[src/rtl/game_pkg.sv]
// Shared game-control types and constants: state encoding, default frame counts, counter widths.
// Contents: game_state_e, LIVES_W, ANIM_W, INVULN_W, GO_WAIT_W, DEF_* frame-count defaults.
// Imported by life_ctrl and by any block that decodes game_state.
package game_pkg;

    localparam int LIVES_W   = 3;
    localparam int ANIM_W    = 8;
    localparam int INVULN_W  = 7;
    localparam int GO_WAIT_W = 7;

    localparam int DEF_INIT_LIVES      = 3;
    localparam int DEF_DEATH_FRAMES    = 48;
    localparam int DEF_INVULN_FRAMES   = 90;
    localparam int DEF_GAMEOVER_FRAMES = 120;

    typedef enum logic [2:0] {
        ST_IDLE      = 3'd0,
        ST_PLAY      = 3'd1,
        ST_DYING     = 3'd2,
        ST_RESPAWN   = 3'd3,
        ST_GAME_OVER = 3'd4
    } game_state_e;

endpackage

[src/rtl/btn_sync_edge.sv]
// Two-flop synchroniser for an asynchronous button, followed by a rising-edge pulse.
// Ports: clk_i, rst_ni (async active-low), btn_i (raw async), rise_o (one-cycle pulse).
// rise_o is high in the cycle after the second sync flop first sees the button high,
// so a consumer registering on rise_o changes state 3 clocks after the button rises.
module btn_sync_edge (
    input  logic clk_i,
    input  logic rst_ni,
    input  logic btn_i,
    output logic rise_o
);

    logic sync1_q;
    logic sync2_q;
    logic prev_q;

    always_ff @(posedge clk_i or negedge rst_ni) begin
        if (!rst_ni) begin
            sync1_q <= 1'b0;
            sync2_q <= 1'b0;
            prev_q  <= 1'b0;
        end else begin
            sync1_q <= btn_i;
            sync2_q <= sync1_q;
            prev_q  <= sync2_q;
        end
    end

    assign rise_o = sync2_q & ~prev_q;

endmodule

[src/rtl/life_ctrl.sv]
// Player-life and game-state controller: death detection, death sequence, respawn, game over.
// Ports: sys_clk, RST_N (async active-low), frame_tick, death_in, hazard_en, start_btn in;
//        lives, game_state, freeze, respawn, blink, anim_frame, game_over out (all registered).
// Start edges arriving in states that do not accept them are dropped, never queued.
module life_ctrl
    import game_pkg::*;
#(
    parameter int INIT_LIVES      = DEF_INIT_LIVES,
    parameter int DEATH_FRAMES    = DEF_DEATH_FRAMES,
    parameter int INVULN_FRAMES   = DEF_INVULN_FRAMES,
    parameter int GAMEOVER_FRAMES = DEF_GAMEOVER_FRAMES
) (
    input  logic               sys_clk,
    input  logic               RST_N,
    input  logic               frame_tick,
    input  logic               death_in,
    input  logic               hazard_en,
    input  logic               start_btn,
    output logic [LIVES_W-1:0] lives,
    output logic [2:0]         game_state,
    output logic               freeze,
    output logic               respawn,
    output logic               blink,
    output logic [ANIM_W-1:0]  anim_frame,
    output logic               game_over
);

    localparam logic [LIVES_W-1:0]   LIVES_LOAD = LIVES_W'(INIT_LIVES);
    localparam logic [ANIM_W-1:0]    ANIM_LAST  = ANIM_W'(DEATH_FRAMES - 1);
    localparam logic [INVULN_W-1:0]  INV_LOAD   = INVULN_W'(INVULN_FRAMES);
    localparam logic [GO_WAIT_W-1:0] WAIT_SAT   = GO_WAIT_W'(GAMEOVER_FRAMES);

    logic start_rise;

    btn_sync_edge u_start_sync (
        .clk_i  (sys_clk),
        .rst_ni (RST_N),
        .btn_i  (start_btn),
        .rise_o (start_rise)
    );

    game_state_e          state_q,   state_d;
    logic [LIVES_W-1:0]   lives_q,   lives_d;
    logic [INVULN_W-1:0]  inv_q,     inv_d;
    logic [ANIM_W-1:0]    anim_q,    anim_d;
    logic [GO_WAIT_W-1:0] wait_q,    wait_d;
    logic                 respawn_q, respawn_d;
    logic                 freeze_q;
    logic                 blink_q;
    logic                 game_over_q;

    always_comb begin
        state_d   = state_q;
        lives_d   = lives_q;
        inv_d     = inv_q;
        anim_d    = anim_q;
        wait_d    = wait_q;
        respawn_d = 1'b0;
        unique case (state_q)
            ST_IDLE: begin
                if (start_rise) begin
                    state_d   = ST_PLAY;
                    lives_d   = LIVES_LOAD;
                    inv_d     = '0;
                    respawn_d = 1'b1;
                end
            end
            ST_PLAY: begin
                // Invulnerability consumes the tick, so a hazard on that tick is ignored.
                if (frame_tick) begin
                    if (inv_q != '0) begin
                        inv_d = inv_q - 1'b1;
                    end else if (death_in && hazard_en) begin
                        state_d = ST_DYING;
                        anim_d  = '0;
                    end
                end
            end
            ST_DYING: begin
                if (frame_tick) begin
                    if (anim_q == ANIM_LAST) begin
                        if (lives_q != '0) begin
                            lives_d = lives_q - 1'b1;
                        end
                        if (lives_q <= LIVES_W'(1)) begin
                            state_d = ST_GAME_OVER;
                            wait_d  = '0;
                        end else begin
                            state_d   = ST_RESPAWN;
                            respawn_d = 1'b1;
                        end
                    end else begin
                        anim_d = anim_q + 1'b1;
                    end
                end
            end
            ST_RESPAWN: begin
                inv_d   = INV_LOAD;
                state_d = ST_PLAY;
            end
            ST_GAME_OVER: begin
                if (frame_tick && (wait_q != WAIT_SAT)) begin
                    wait_d = wait_q + 1'b1;
                end
                if (start_rise && (wait_q == WAIT_SAT)) begin
                    state_d = ST_IDLE;
                end
            end
            default: state_d = ST_IDLE;
        endcase
    end

    // Outputs are registered from next-state values so they line up with game_state.
    always_ff @(posedge sys_clk or negedge RST_N) begin
        if (!RST_N) begin
            state_q     <= ST_IDLE;
            lives_q     <= '0;
            inv_q       <= '0;
            anim_q      <= '0;
            wait_q      <= '0;
            respawn_q   <= 1'b0;
            freeze_q    <= 1'b1;
            blink_q     <= 1'b0;
            game_over_q <= 1'b0;
        end else begin
            state_q     <= state_d;
            lives_q     <= lives_d;
            inv_q       <= inv_d;
            anim_q      <= anim_d;
            wait_q      <= wait_d;
            respawn_q   <= respawn_d;
            freeze_q    <= (state_d != ST_PLAY);
            blink_q     <= (state_d == ST_PLAY) && (inv_d != '0) && inv_d[2];
            game_over_q <= (state_d == ST_GAME_OVER);
        end
    end

    assign lives      = lives_q;
    assign game_state = state_q;
    assign freeze     = freeze_q;
    assign respawn    = respawn_q;
    assign blink      = blink_q;
    assign anim_frame = anim_q;
    assign game_over  = game_over_q;

endmodule

[config.mk]
export PLATFORM = sky130hd
export DESIGN_NAME = life_ctrl
export DESIGN_NICKNAME = d
export VERILOG_FILES = /design/src/rtl/game_pkg.sv /design/src/rtl/btn_sync_edge.sv /design/src/rtl/life_ctrl.sv
export SDC_FILE = /design/constraint.sdc
export NUM_CORES = 1
export LEC_CHECK = 0
export ABC_CLOCK_PERIOD_IN_PS = 5900
export CORE_MARGIN = 2
export CORE_UTILIZATION = 40
export DETAILED_ROUTE_END_ITERATION = 16
export DONT_BUFFER_PORTS = 1
export GPL_TIMING_DRIVEN = 0
export PLACE_DENSITY = 0.54
export SYNTH_ARGS = -nofsm -noshare
export SYNTH_HDL_FRONTEND = slang
export SYNTH_SLANG_ARGS = --single-unit
[constraint.sdc]
create_clock -name sys_clk -period 5.9 [get_ports sys_clk]
set_clock_uncertainty 0.05 [all_clocks]
set_input_delay 1.18 -clock sys_clk [delete_from_list [all_inputs] [get_ports sys_clk]]
set_output_delay 1.18 -clock sys_clk [all_outputs]
set_load 0.01 [all_outputs]
==> run_results.csv, run 1 <==
group,metric,value,unit
logic_synthesis,ys_top_cells_by_area,"dfrtp_1 42%, ha_1 5.0%, a31oi_1 2.8%, o21ai_0 2.7%, nand2_1 2.4%",
final_layout,syn_to_final_growth,9.994,%
clocking,cts_buffer_depth,2,
logic_synthesis,synth_edf_count,0,
clocking,post-cts-setup-buffers,0,
grt,grt_pass1_wl,7038,um
clocking,clockRootBuffer,"clkbuf_8",
setup_path,crit_path_end_kind,"flop",
grt,grt-ovfl-total,0,
status,status,"finished clean",
place,io_buffers,0,
clocking,cts.sinks,35,
routing,initialDrtViolationCount,105,
timing,hold_viol_final,0,
hold_path,worstHoldPathType,"flop to flop",
routing,num_vias,1513,
clocking,cts_hold_buf,0,
place,dp_cells,262,
timing,period_minus_slack,2.284,ns
place,dpl.hpwl,3016,um
routing,ant_nets,0,
logic_synthesis,synthFlopType,"dfrtp_1",
place,gp_congestion,0.8253,
clocking,htreeDepth,2,
setup_path,critPathMaxStageDelay,0.46,ns
logic_synthesis,synth.cell_area,2016,sq um
grt,grt_use_total,16.63,%
setup_path,cp.required,6.03,ns
final_layout,antenna_cells,0,
setup_path,crit_chain,"or4b_4 > nor4_4 > a21boi_2 > a221o_1",
die,dieArea,5623,sq um
clocking,cts_resized,0,
final_layout,drive_gt1_share,17.73,%
timing,final.setup.tns,0,ns
die,rows,25,
timing,holdWs,0.3033,ns
routing,routed_wl,4189,um
logic_synthesis,syn_nets,209,
final_layout,final_nets,216,
timing,setup_viol,0,
die,fp.coreArea,4786,sq um
die,ios,24,
timing,max_freq,437.7,MHz
clocking,insertion_delay,0.29,ns
setup_path,worstSetupPathType,"primary input to flop",
timing,max-slew-margin-rel,67.35,%
final_layout,finalNonFillerCells,270,
logic_synthesis,synthTopCellsByCount,"34 x dfrtp_1, 13 x nand2_1, 11 x inv_1, 11 x o21ai_0, 10 x nor2_1",
routing,dr.pass1.iters,4,
routing,wl_per_cell,15.51,um
power,p_leak,0.0009560,uW
clocking,cts_buffers,5,
logic_synthesis,yosysTopAreaCellShare,42.21,%
place,dpl_cell_area,2100,sq um
final_layout,fillers,462,
die,die_w,74.99,um
setup_path,critPathArrivalTime,2.41,ns
setup_path,start_kind,"primary input",
setup_path,critPathSlowestCell,"or4b_4",
logic_synthesis,synthCells,195,
grt,antenna_found_initial,0,
logic_synthesis,avgSynthCellArea,10.34,sq um
timing,finalCritPeriodShare,38.72,%
setup_path,reg2regPathDepth,7,
grt,grt_pass1_vias,1469,
logic_synthesis,synth_cell_types,57,
logic_synthesis,yosysSeqAreaShare,43.51,%
die,fp.dieH,74.99,um
final_layout,post-route-util,46.33,%
clocking,cts_tree,"built",
flow_run,max_cap_viol_count,0,
logic_synthesis,async_flop_share,100.0,%
logic_synthesis,ys_ff_latch,35,
setup_path,cp_max_fo,5,
logic_synthesis,synth.most_common_cell,"dfrtp_1",
power,p_per_area,335.2,nW/um^2
timing,drv_slew,0,
clocking,clk_pin_slew,0.08,ns
grt,grt_max_degree,36,
hold_path,hold_depth,0,
timing,worst_pin_slew,0.4875,ns
die,start_util,42.12,%
logic_synthesis,yosysWarnings,0,
power,peakVddDrop,0.1372,mV
logic_synthesis,synth_top_area_cell,"dfrtp_1",
final_layout,final_area,2217,sq um
routing,remaining_drc_errors,0,
timing,rsz0062_at_grt,"no",
routing,via_per_inst,5.604,
-- final timing paths --
kind                                                      from                             end  slack (ns)
max in group asynchronous                                RST_N                freeze$_DFF_PN1_        5.09
worst max-delay path                                frame_tick           wait_q[2]$_DFFE_PN0P_        3.62
worst min register to register  u_start_sync.sync1_q$_DFF_PN0_  u_start_sync.sync2_q$_DFF_PN0_        0.30
worst max register to register              inv_q[0]$_DFF_PN0_       anim_frame[5]$_DFFE_PN0P_        3.68
worst min-delay path            u_start_sync.sync1_q$_DFF_PN0_  u_start_sync.sync2_q$_DFF_PN0_        0.30
min in group asynchronous                                RST_N         game_state[0]$_DFF_PN0_        0.53
-- critical path: cells and delay by family --
family          cells  cell delay [ns]
compound gates      2             0.49
simple gates        2             0.73
-- per-layer routing --
layer | vias to the layer above | share of wire (%) | track usage, %
met3 | 7 | 3.7 | 3.481
met5 | - | 0 | 0
li1 | 747 | - | -
met2 | 32 | 47 | 25.93
met4 | 0 | 1.8 | 7.738
met1 | 727 | 47 | 22.13
-- cell families after synthesis --
logic type	Yosys count	synth area share, %
compound gates	52	18.56
simple gates	76	24.15
mux	6	3.104
fa+ha+maj	8	4.966
flops	35	43.51
xor+xnor	1	0.4346
buf+inv	17	5.276
-- cells in the final DEF, fill, tap and decap left out, drive strengths merged, types with 5 or more instances in the layout --
cell,synthesis,layout
a21oi,7,7
a31oi,9,9
and3,5,5
clkbuf,3,9
dfrtp,34,34
ha,8,8
inv,11,11
nand2,13,13
nand3,8,8
nor2,10,10
nor3b,9,9
o21ai,12,12
-- sequential cells by signal, indices dropped and copies added, names as in the netlist --
register / cells
freeze: 1
anim_frame: 8
game_over: 1
u_start_sync.sync1_q: 1
blink: 1
game_state: 3
u_start_sync.sync2_q: 1
respawn: 1
inv_q: 7
u_start_sync.prev_q: 1
lives: 3
wait_q: 7
-- report_power, final --
part           internal (uW)  switching (uW)  leakage [uW]
Sequential               277            42.2      0.000440
Combinational           88.8             111      0.000455
Clock                    137            87.6     0.0000612
-- layout make-up --
| cell class | count | area, sq um | area share [%] |
|---|---|---|---|
| inverters | 11 | 41.29 | 1.862 |
| well taps | 67 | 83.83 | 3.781 |
| flip-flops and latches | 35 | 877.1 | 39.56 |
| multi-input cells | 143 | 1032 | 46.56 |
| plain buffers | 6 | 65.06 | 2.935 |
| clock buffers | 6 | 82.58 | 3.725 |
| clock inverters | 2 | 35.03 | 1.580 |
-- per-stage QoR --
| step | total power, uW | worst slack [ns] |
|---|---|---|
| finish | 743.2 | 3.616 |
| global route | 793.4 | 3.540 |
| CTS | 749.7 | 3.602 |
| detailed placement | 522.3 | 3.284 |
| global placement | 517.5 | 3.340 |
| floorplan | 477.1 | 3.444 |
Power figures use the tool's default switching activity.
==> run 2: changes to the inputs <==
--- a/config.mk
+++ b/config.mk
@@ -5,7 +5,7 @@
 export SDC_FILE = /design/constraint.sdc
 export NUM_CORES = 1
 export LEC_CHECK = 0
-export ABC_CLOCK_PERIOD_IN_PS = 5900
+export ABC_CLOCK_PERIOD_IN_PS = 2280
 export CORE_MARGIN = 2
 export CORE_UTILIZATION = 40
 export DETAILED_ROUTE_END_ITERATION = 16
==> constraint.sdc (replaced) <==
create_clock -name sys_clk -period 2.28 [get_ports sys_clk]
set_clock_uncertainty 0.05 [all_clocks]
set_input_delay 0.456 -clock sys_clk [delete_from_list [all_inputs] [get_ports sys_clk]]
set_output_delay 0.456 -clock sys_clk [all_outputs]
set_load 0.01 [all_outputs]
==> run 2 against run 1 <==
Sequential power grew to 2.6 times the previous value. Routed wire length up 0.31%. Clock-buffer cell count is the same. Utilization up 0.78 points.
==> run_results.csv, run 2 (synthesis gave the netlist of run 1 again) <==
group,metric,value,unit
routing,via_per_inst,5.634,
clocking,cts_resized,0,
timing,holdWs,0.1428,ns
routing,num_vias,1538,
timing,max_freq,466.6,MHz
die,ios,24,
die,dieArea,5623,sq um
die,rows,25,
routing,routed_wl,4202,um
timing,rsz0062_at_grt,"no",
place,dpl.hpwl,3016,um
clocking,htreeDepth,2,
setup_path,crit_path_end_kind,"flop",
setup_path,crit_chain,"inv_1 > ha_1 > or3b_2 > o31ai_1 > o21ai_0 > a22o_1",
setup_path,critPathArrivalTime,2.27,ns
grt,grt_pass1_vias,1482,
timing,drv_slew,0,
setup_path,r2r_start,"inv_q[0]$_DFF_PN0_",
routing,initialDrtViolationCount,106,
setup_path,start_kind,"flop",
hold_path,worstHoldPathType,"primary input to flop",
timing,final.setup.tns,0,ns
setup_path,r2r_slack,0.14,ns
setup_path,reg2reg_to,"inv_q[5]$_DFF_PN0_",
setup_path,cp_max_fo,4,
timing,max-slew-margin-rel,67.42,%
final_layout,drive_gt1_share,18.45,%
hold_path,hold_depth,0,
clocking,cts.sinks,35,
grt,grt_max_degree,36,
final_layout,antenna_cells,0,
grt,grt_pass1_wl,7058,um
final_layout,largest_reg_flops,8,
die,start_util,42.12,%
final_layout,final_common_cell,"dfrtp_1",
setup_path,worstSetupPathType,"flop to flop",
timing,period_minus_slack,2.143,ns
hold_path,min_to,"u_start_sync.sync1_q$_DFF_PN0_",
clocking,cts_buffers,5,
final_layout,most-common-layout-cells,"34 x dfrtp_1, 13 x nand2_1, 11 x inv_1, 11 x o21ai_0, 10 x nor2_1",
final_layout,syn_to_final_growth,11.86,%
power,p_leak,0.0009737,uW
flow_run,max_cap_viol_count,0,
status,status,"finished clean",
final_layout,final_area,2255,sq um
clocking,clockRootBuffer,"clkbuf_8",
timing,worst_pin_slew,0.4865,ns
clocking,cts_buffer_depth,2,
clocking,insertion_delay,0.28,ns
clocking,clk_pin_slew,0.07,ns
die,fp.coreArea,4786,sq um
timing,finalCritPeriodShare,93.99,%
final_layout,final_nets,219,
routing,ant_nets,0,
routing,dr.pass1.iters,4,
place,io_buffers,0,
setup_path,critPathMaxStageDelay,0.46,ns
place,dpl_cell_area,2100,sq um
timing,setup_viol,0,
setup_path,critPathTopFamily,"compound AO/OA/AOI/OAI gates",
place,gp_congestion,0.8253,
timing,hold_viol_final,0,
die,die_w,74.99,um
grt,antenna_found_initial,0,
power,p_per_area,861.6,nW/um^2
setup_path,critPathSlowestCell,"or3b_2",
grt,grt-ovfl-total,0,
setup_path,crit_buf_inv,1,
grt,grt_use_total,16.66,%
setup_path,cp.required,2.41,ns
hold_path,hp-start,"start_btn",
setup_path,reg2regPathDepth,6,
die,fp.dieH,74.99,um
routing,wl_per_cell,15.39,um
power,peakVddDrop,0.3547,mV
routing,remaining_drc_errors,0,
clocking,cts_tree,"built",
final_layout,post-route-util,47.11,%
[run 2: cell types whose count changed in the layout (fill, tap and decap cells not counted)]
cell and change:
buf_12 +1, buf_4 +1, dlygate4sd3_1 +1
[run 2: where the power goes]
group | leakage, uW | switching, uW | internal, uW
Sequential | 0.000440 | 110 | 716
Combinational | 0.000473 | 302 | 236
Clock | 0.0000612 | 224 | 354
[run 2: metrics by stage]
step / power, uW / setup WS (ns) / cells
2_1_floorplan: 1235 / 0.3835 / 195
3_3_place_gp: 1339 / 0.09105 / 262
3_5_place_dp: 1351 / 0.08237 / 262
4_1_cts: 1959 / 0.06266 / 272
5_1_grt: 2075 / 0.03133 / 273
6_report: 1943 / 0.1370 / 273
[run 2: worst max path at each step]
| stage | to | from | cells after the start | slack [ns] |
|---|---|---|---|---|
| final | inv_q[5]$_DFF_PN0_ | inv_q[0]$_DFF_PN0_ | 6 | 0.14 |
| after global routing | inv_q[5]$_DFF_PN0_ | inv_q[0]$_DFF_PN0_ | 6 | 0.03 |
| after CTS | anim_frame[5]$_DFFE_PN0P_ | inv_q[0]$_DFF_PN0_ | 7 | 0.06 |
| after detailed placement | anim_frame[5]$_DFFE_PN0P_ | inv_q[0]$_DFF_PN0_ | 7 | 0.08 |
| after global placement | anim_frame[2]$_DFFE_PN0P_ | inv_q[0]$_DFF_PN0_ | 7 | 0.09 |
| after floorplan | inv_q[5]$_DFF_PN0_ | inv_q[0]$_DFF_PN0_ | 6 | 0.38 |
[run 2: worst register-to-register path, stage by stage, from the launching register on]
cell	delay, ns
dfrtp_1	0.39
inv_1	0.11
ha_1	0.18
or3b_2	0.46
o31ai_1	0.42
o21ai_0	0.18
a22o_1	0.25
[run 2: layout make-up]
type | count | area [sq um]
flip-flops and latches | 35 | 877.1
multi-input cells | 143 | 1032
repair buffers | 3 | 37.54
clock inverters | 2 | 35.03
fillers | 459 | 2531
inverters | 11 | 41.29
clock buffers | 6 | 82.58
plain buffers | 6 | 65.06
well taps | 67 | 83.83
[run 2: layer usage]
| layer | vias up | global-route usage, % | part of all wire (%) | wire length (um) |
|---|---|---|---|---|
| li1 | 750 | - | - | - |
| met1 | 739 | 22.38 | 47 | 1979 |
| met2 | 42 | 25.73 | 46 | 1947 |
| met3 | 7 | 3.481 | 4.7 | 199 |
| met4 | 0 | 7.738 | 1.8 | 74 |
| met5 | - | 0 | 0 | 0 |
[run 2: what timing repair did]
item / in CTS / in global routing
hold buffers: 2 / 0
hold endpoints to repair: 35 / 0
setup buffers: 0 / 1
setup endpoints to repair: 0 / 2
